[config.mk]
export PLATFORM = sky130hd
export DESIGN_NAME = unified_mem_arbiter
export DESIGN_NICKNAME = d
export VERILOG_FILES = /design/src/rtl/unified_mem_arbiter.sv
export SDC_FILE = /design/constraint.sdc
export NUM_CORES = 1
export LEC_CHECK = 0
export CORE_MARGIN = 4
export CORE_UTILIZATION = 39
export CTS_BUF_LIST = sky130_fd_sc_hd__clkbuf_8 sky130_fd_sc_hd__clkbuf_16
export CTS_CLUSTER_SIZE = 25
export DETAILED_ROUTE_END_ITERATION = 12
export PLACE_DENSITY = 0.9
export SKIP_CTS_REPAIR_TIMING = 1
export SYNTH_ARGS = -nofsm -noshare
export SYNTH_HDL_FRONTEND = slang
export SYNTH_SLANG_ARGS = --single-unit
[constraint.sdc]
create_clock -name clk -period 2.1 [get_ports clk]
set_input_delay 0.21 -clock clk [delete_from_list [all_inputs] [get_ports clk]]
set_output_delay 0.21 -clock clk [all_outputs]
set_load 0.01 [all_outputs]
[src/rtl/unified_mem_arbiter.sv]
// ----------------------------------------------------------------------------
// unified_mem_arbiter
//
// Shares one single-port SRAM (1-cycle read latency, active-low write enable)
// between the instruction-fetch port and the data-memory port of the core.
// One SRAM access is issued per cycle.
//
// Arbitration:
//   - Data has default priority so the MEM stage drains before fetch.
//   - If fetch has been denied STARVE_LIMIT cycles in a row, fetch wins.
// Read data is routed back to the granted port one cycle after the grant.
// Each rdata output holds its last returned value.
// An optional clear sequencer zeroes every SRAM word after reset, before the
// first grant is issued.
//
// Ports:
//   clk, rst              clock (rising edge), asynchronous active-low reset
//   if_req/if_addr        fetch read request and word address
//   if_gnt                fetch access issued this cycle
//   if_rvalid/if_rdata    fetch read return (cycle after if_gnt)
//   dm_req/dm_we/dm_addr/dm_wdata
//                         data request, write flag, word address, write data
//   dm_gnt                data access issued this cycle
//   dm_rvalid/dm_rdata    data read return (cycle after a read dm_gnt)
//   stall_if, stall_mem   requester is waiting (request without grant)
//   init_done             arbiter is in normal operation
//   sram_a/sram_d/sram_wen/sram_q
//                         SRAM address, write data, active-low write enable
//                         and read data
// ----------------------------------------------------------------------------
module unified_mem_arbiter #(
   parameter int ADDR_W         = 11,
   parameter int DATA_W         = 32,
   parameter int STARVE_LIMIT   = 4,
   parameter bit CLEAR_ON_RESET = 1'b1
) (
   input  logic              clk,
   input  logic              rst,
   input  logic              if_req,
   input  logic [ADDR_W-1:0] if_addr,
   output logic              if_gnt,
   output logic              if_rvalid,
   output logic [DATA_W-1:0] if_rdata,
   input  logic              dm_req,
   input  logic              dm_we,
   input  logic [ADDR_W-1:0] dm_addr,
   input  logic [DATA_W-1:0] dm_wdata,
   output logic              dm_gnt,
   output logic              dm_rvalid,
   output logic [DATA_W-1:0] dm_rdata,
   output logic              stall_if,
   output logic              stall_mem,
   output logic              init_done,
   output logic [ADDR_W-1:0] sram_a,
   output logic [DATA_W-1:0] sram_d,
   output logic              sram_wen,
   input  logic [DATA_W-1:0] sram_q
);

   typedef enum logic {
      ST_INIT = 1'b0,
      ST_RUN  = 1'b1
   } state_e;

   localparam state_e     RST_STATE  = CLEAR_ON_RESET ? ST_INIT : ST_RUN;
   localparam logic [3:0] STARVE_MAX = 4'(STARVE_LIMIT);

   state_e              state_q, state_d;
   logic [ADDR_W-1:0]   clr_cnt_q, clr_cnt_d;
   logic [3:0]          starve_cnt_q, starve_cnt_d;
   logic                if_pend_q, if_pend_d;
   logic                dm_pend_q, dm_pend_d;
   logic [DATA_W-1:0]   if_hold_q, if_hold_d;
   logic [DATA_W-1:0]   dm_hold_q, dm_hold_d;
   logic                if_force;

   // Grants, SRAM drive and clear sequencing. Everything is gated by rst so
   // that the outputs take their reset values the moment rst falls, even in
   // RUN (CLEAR_ON_RESET=0) where the state register alone would allow grants.
   always_comb begin
      state_d   = state_q;
      clr_cnt_d = clr_cnt_q;
      if_gnt    = 1'b0;
      dm_gnt    = 1'b0;
      if_force  = 1'b0;
      sram_a    = '0;
      sram_d    = '0;
      sram_wen  = 1'b1;

      if (rst) begin
         case (state_q)
            ST_INIT: begin
               sram_a    = clr_cnt_q;
               sram_wen  = 1'b0;
               clr_cnt_d = clr_cnt_q + 1'b1;
               if (clr_cnt_q == '1) begin
                  state_d = ST_RUN;
               end
            end
            ST_RUN: begin
               if_force = if_req && (starve_cnt_q == STARVE_MAX);
               if (if_force) begin
                  if_gnt = 1'b1;
               end else if (dm_req) begin
                  dm_gnt = 1'b1;
               end else if (if_req) begin
                  if_gnt = 1'b1;
               end

               if (if_gnt) begin
                  sram_a = if_addr;
               end else if (dm_gnt) begin
                  sram_a   = dm_addr;
                  sram_d   = dm_wdata;
                  sram_wen = ~dm_we;
               end
            end
            default: begin
               state_d = RST_STATE;
            end
         endcase
      end
   end

   // Starvation counter saturates so a long INIT with if_req held cannot wrap
   // it past the forced-priority threshold.
   always_comb begin
      starve_cnt_d = '0;
      if (if_req && !if_gnt) begin
         starve_cnt_d = (starve_cnt_q == STARVE_MAX) ? starve_cnt_q
                                                     : starve_cnt_q + 1'b1;
      end
   end

   // Return tags: writes set no tag, so no rvalid follows a write grant.
   always_comb begin
      if_pend_d = if_gnt;
      dm_pend_d = dm_gnt & ~dm_we;
      if_hold_d = if_pend_q ? sram_q : if_hold_q;
      dm_hold_d = dm_pend_q ? sram_q : dm_hold_q;
   end

   always_ff @(posedge clk or negedge rst) begin
      if (!rst) begin
         state_q      <= RST_STATE;
         clr_cnt_q    <= '0;
         starve_cnt_q <= '0;
         if_pend_q    <= 1'b0;
         dm_pend_q    <= 1'b0;
         if_hold_q    <= '0;
         dm_hold_q    <= '0;
      end else begin
         state_q      <= state_d;
         clr_cnt_q    <= clr_cnt_d;
         starve_cnt_q <= starve_cnt_d;
         if_pend_q    <= if_pend_d;
         dm_pend_q    <= dm_pend_d;
         if_hold_q    <= if_hold_d;
         dm_hold_q    <= dm_hold_d;
      end
   end

   // Returned data bypasses the hold register in the return cycle so the
   // requester sees it the cycle after the grant.
   assign if_rvalid = if_pend_q;
   assign dm_rvalid = dm_pend_q;
   assign if_rdata  = if_pend_q ? sram_q : if_hold_q;
   assign dm_rdata  = dm_pend_q ? sram_q : dm_hold_q;

   assign stall_if  = if_req & ~if_gnt;
   assign stall_mem = dm_req & ~dm_gnt;
   assign init_done = rst & (state_q == ST_RUN);

endmodule

# Word level (Yosys, flattened, before mapping)
# Index checks and enable logic that the tools add are counted.
dict set report classes {
  n_reduce_logical 4
  eq_ne 3
  addsub 2
  bitwise 8
  n_mux 31
}
# op n
set op_table {}
lappend op_table {{$mux W32} 6}
lappend op_table {{$mux W11} 3}
lappend op_table {{$pmux W11 S2} 1}
lappend op_table {{$mux W1} 18}
lappend op_table {{$add A11 B1 Y11 const B} 1}
lappend op_table {{$eq A11 B11 Y1 const B} 1}
lappend op_table {{$mux W4} 2}
lappend op_table {{$add A4 B1 Y4 const B} 1}
lappend op_table {{$and A1 B1 Y1} 4}
lappend op_table {{$eq A4 B3 Y1 const B} 1}
lappend op_table {{$not A1 Y1} 4}
lappend op_table {{$logic_and A1 B1 Y1} 2}
lappend op_table {{$ne A2 B2 Y1 const B} 1}
lappend op_table {{$pmux W1 S2} 1}
lappend op_table {{$reduce_and A2 Y1} 1}
lappend op_table {{$logic_not A1 Y1} 1}
dict set report totals {
  in_bits 91
  ff_bits 82
  wordCells 55
  output_inout_bits 115
}

# Longest topological paths before layout
dict set report logic_depth {
  ltp_word 10
  depth_mapped 7
}

# Worst setup path after synthesis
# OpenSTA, ideal clock, no wires.
dict set report synth_timing {
  kind {reg-to-output}
  startpoint {register starve_cnt_q[0]}
  endpoint {output port sram_a[5]}
  required_ns 1.890
  arrival_time_ns 1.539
  path_slack_ns 0.351
  stages_incl_launch_ff 8
  path_cell_list {dfrtp_1 > inv_1 > ha_1 > nand4b_1 > and3_4 > buf_6 > buf_6 > a221o_1}
}
dict set report synth_via {
  elab_chain_cells 9
  word_cells_on_any_way 12
  cone_classes {eq/ne: 1; mux: 10; reduce/logical: 1}
}
# item line
set synth_lines {}
lappend synth_lines {{from (decl)} 70} ;# logic [3:0] starve_cnt_q, starve_cnt_d;
lappend synth_lines {{from (signal assigned)} 155} ;# starve_cnt_q <= starve_cnt_d;
lappend synth_lines {{$eq A4 B3 Y1 *} 101} ;# if_force = if_req && (starve_cnt_q == STARVE_MAX);
lappend synth_lines {{$logic_and A1 B1 Y1 *} 101}
lappend synth_lines {{$mux W1} 102} ;# if (if_force) begin
lappend synth_lines {{$mux W1} 91} ;# case (state_q)
lappend synth_lines {{$mux W1} 90} ;# if (rst) begin
lappend synth_lines {{$mux W11} 112} ;# end else if (dm_gnt) begin
lappend synth_lines {{$mux W11 *} 110} ;# if (if_gnt) begin
lappend synth_lines {{$pmux W11 S2 *} 91}
lappend synth_lines {{$mux W11 *} 90}
lappend synth_lines {{to (decl)} 54} ;# output logic [ADDR_W-1:0] sram_a,
# Mark *: on every way between the ends. The rest lies on a longest branch, timed or not. The select of a mux whose other input is x is not followed.

# Worst setup path after layout
dict set report layout_timing {
  startpoint {register starve_cnt_q[1]}
  endpoint {output port sram_a[7]}
}
# Same word-level chain as after synthesis.

==> metrics.md <==
| Metric | Value |
|---|---|
| Status | `complete, but fails checks` |
| Failing checks | `hold timing, setup timing` |
| Worst setup EP type | `output pin` |
| ANT cells | `0` |
| Largest area contributor in the netlist | `dfrtp_1` |
| Gate Count Post-Synth | `282` |
| Multi-input logic area | `roughly 0.0016 mm^2` |
| Register area share after synthesis | `0.5584` |
| Post-Synth Adder-Cell Area | `0.01021` |
| Max H-tree Level | `3` |
| Effective utilization at floorplan | `0.3996` |
| Via count | `between 3000 and 4000` |
| Top cells by area, synth | `dfrtp_1, mux2_2, and2_1, a221o_1, xor2_1` |
| GRT Total Usage | `0.1845` |
| Final hold viol count | `34` |
| Row cnt | `35` |
| Crit Path Category | `register to output pin` |
| Worst slew pin tran | `roughly 0.54 ns` |
| GP Congestion | `0.7880` |
| Clk pin slew, worst setup/hold paths | `~0.08 ns` |
| Hold_ws | `-0.03023 ns` |
| Largest net degree at the start of global routing | `between 40 and 50` |
| Synth Area per Inst | `around 13 um^2` |
| Syn_nets | `about 380` |
| Post-Synth XOR/XNOR Area | `0.02860` |
| Fin. max-slew vios | `0` |
| Count of cell types in the netlist | `37` |
| Post-DRT Antenna Nets | `0` |
| Period minus WS final | `approximately 2.3 ns` |
| Setup TNS | `-1.077 ns` |
| Synth top area share | `0.5584` |
| Worst Path Required | `1.89 ns` |
| Iteration-0 DRC Markers | `around 110` |
| Layout area overhead | `71.23%` |
| Share of cells above drive strength 1 | `0.3340` |
| Complex-gate fraction of the synthesized area | `0.05141` |
| IO Count | `206` |
| Synthesized area | `between 0.003 and 0.004 mm^2` |
| First-pass GRT wire length | `about 16 mm` |
| RSZ-0062 raised after global routing | `yes` |
| DR pass1 iterations | `4` |
| Initial antenna violation count | `0` |
| Post-route setup slack | `-0.1669 ns` |
| Fin nets | `608` |
| Wire per inst | `17.27 um` |
| Worst Hold Class | `input port to asynchronous set/reset pin` |
| Number of port buffers | `205` |
| CTS Buf Count | `9` |
| Skew-Pair Late Insertion Delay | `approximately 0.33 ns` |
| GRT overflow | `0` |
| Die width | `about 110 um` |
| Max Clk Rate | `between 400 and 500 MHz` |
| Drt via density | `5.051` |
| Final setup vio count | `23` |
| PD cells | `747.5 mW/mm^2` |
| Vias in the first global route | `~3400` |
| Simple-gate share of the synthesized area | `0.1246` |
| Detailed Place HPWL | `between 7 and 8 mm` |
| CTS sink count | `82` |
| Worst Path Arrival | `a little over 2 ns` |
| Die area | `between 0.01 and 0.015 mm^2` |
| Placed inst area | `a little under 0.006 mm^2` |
| CP Launch Type | `register` |
| Peak VDD IR | `between 0.0004 and 0.0005 V` |
| DRT Wirelength | `around 11 mm` |
| Mux share of post-synthesis cell area | `0.1961` |
| P_leak | `around 0.0028 uW` |
| # fillers | `between 600 and 700` |
| Storage element area | `~0.0021 mm^2` |
| Max Cap Viol | `0` |
| Largest family of logic cells by synthesized area | `multiplexers` |
| Synth Register Bits | `~80` |
| Bufs on Longest Clock Path | `2` |
| Post-route cell area | `approximately 0.0063 mm^2` |
| Max-slew headroom | `0.6420` |
| Die Ht | `between 100 and 150 um` |
| Detailed-route DRC error count | `0` |
| CTS tree | `done` |
| Final worst-path cycle share | `1.079` |
| Clock skew | `around 0.014 ns` |
| CP Max Fanout | `6` |
| Clk root buf | `clkbuf_8` |
| Commonest non-fill, non-tap cell in the layout | `clkdlybuf4s50_1` |
| Total core area | `around 0.0092 mm^2` |
| Most frequent cells in the layout | `clkdlybuf4s50_1, dfrtp_1, mux2_2` |
| Yosys warns | `0` |
-- synth_stat cells, drive strengths merged --
cell type	instances
nor3	3
mux2	64
xnor2	5
clkbuf	4
buf	11
a31o	1
o41ai	1
a211oi	3
or2b	1
inv	7
nand2	11
ha	3
xor2	7
and3b	1
o211ai	1
o21a	1
nor2b	2
a221o	11
dfrtp	82
nor4	4
and3	1
nand4	2
nand3b	2
a21oi	2
a2111oi	1
nand4b	1
nor2	4
and2	42
nand3	4
-- sequential cells by signal, indices dropped and copies added (netlist names) --
register	flops
dm_hold_q	32
if_hold_q	32
clr_cnt_q	11
starve_cnt_q	4
dm_rvalid	1
if_rvalid	1
state_q	1
-- critical path, cell delays in order (launching register included) --
cell      delay (ns)
dfrtp_1         0.39
inv_2           0.08
ha_4            0.14
nand4b_1        0.22
and3_4          0.32
buf_6           0.13
a221o_1         0.30
buf_2           0.14
-- layout make-up --
class | instances | area share
Sequential cell | 82 | 0.3261
Clock buffer | 9 | 0.01969
Clock inverter | 6 | 0.01710
Tap cell | 111 | 0.02207
Inverter | 7 | 0.004176
Multi-Input combinational cell | 180 | 0.2519
Timing Repair Buffer | 234 | 0.3589
-- logic make-up (layout without fill, tap and decap cells) --
group	count (synthesis)	count (layout)
AOI/OAI and AO/OA	21	21
xor gates and xnor gates	12	12
adders and majority gates	3	3
buffers and inverters	22	256
DFF	82	82
muxes	64	64
and+or+nand+nor	78	80
-- where the power goes --
group / internal, uW / switching (uW)
Sequential: 1830 / 70.5
Clock: 780 / 532
Combinational: 915 / 572
-- path summary, 6_finish.rpt --
check	from	to	slack, ns	cells after the start
setup / recovery	starve_cnt_q[1]$_DFFE_PN0P_	sram_a[7]	-0.17	7
hold / removal	rst	clr_cnt_q[5]$_DFFE_PN0P_	-0.03	2
setup reg to reg	state_q$_DFFE_PN0P_	clr_cnt_q[10]$_DFFE_PN0P_	0.49	5
hold reg to reg	dm_hold_q[18]$_DFF_PN0_	dm_hold_q[18]$_DFF_PN0_	0.49	1
max in group asynchronous	rst	if_hold_q[13]$_DFF_PN0_	1.16	3
min in group clk	rst	starve_cnt_q[1]$_DFFE_PN0P_	0.29	4
-- metal layers --
metal,up-vias,track usage,routed length [um]
met3,15,0.05127,832
met5,-,0,0
met2,157,0.3304,5622
met4,0,0.05623,208
met1,1558,0.2134,4197
li1,1447,-,-
-- through the flow --
stage                       util  hold slack (ns)  power [uW]  instances  setup WS (ns)
after CTS                 0.6721         -0.02571        4733        616        -0.4823
after global routing      0.6842          0.01082        4944        629        -0.2411
after global placement    0.6469           0.3354        3358        601       -0.06090
after floorplan                -         -0.08559        2483        282         0.3505
final                     0.6842         -0.03023        4703        629        -0.1669
after detailed placement  0.6469           0.3448        3412        601        -0.1020
(Power assumes the default switching activity.)
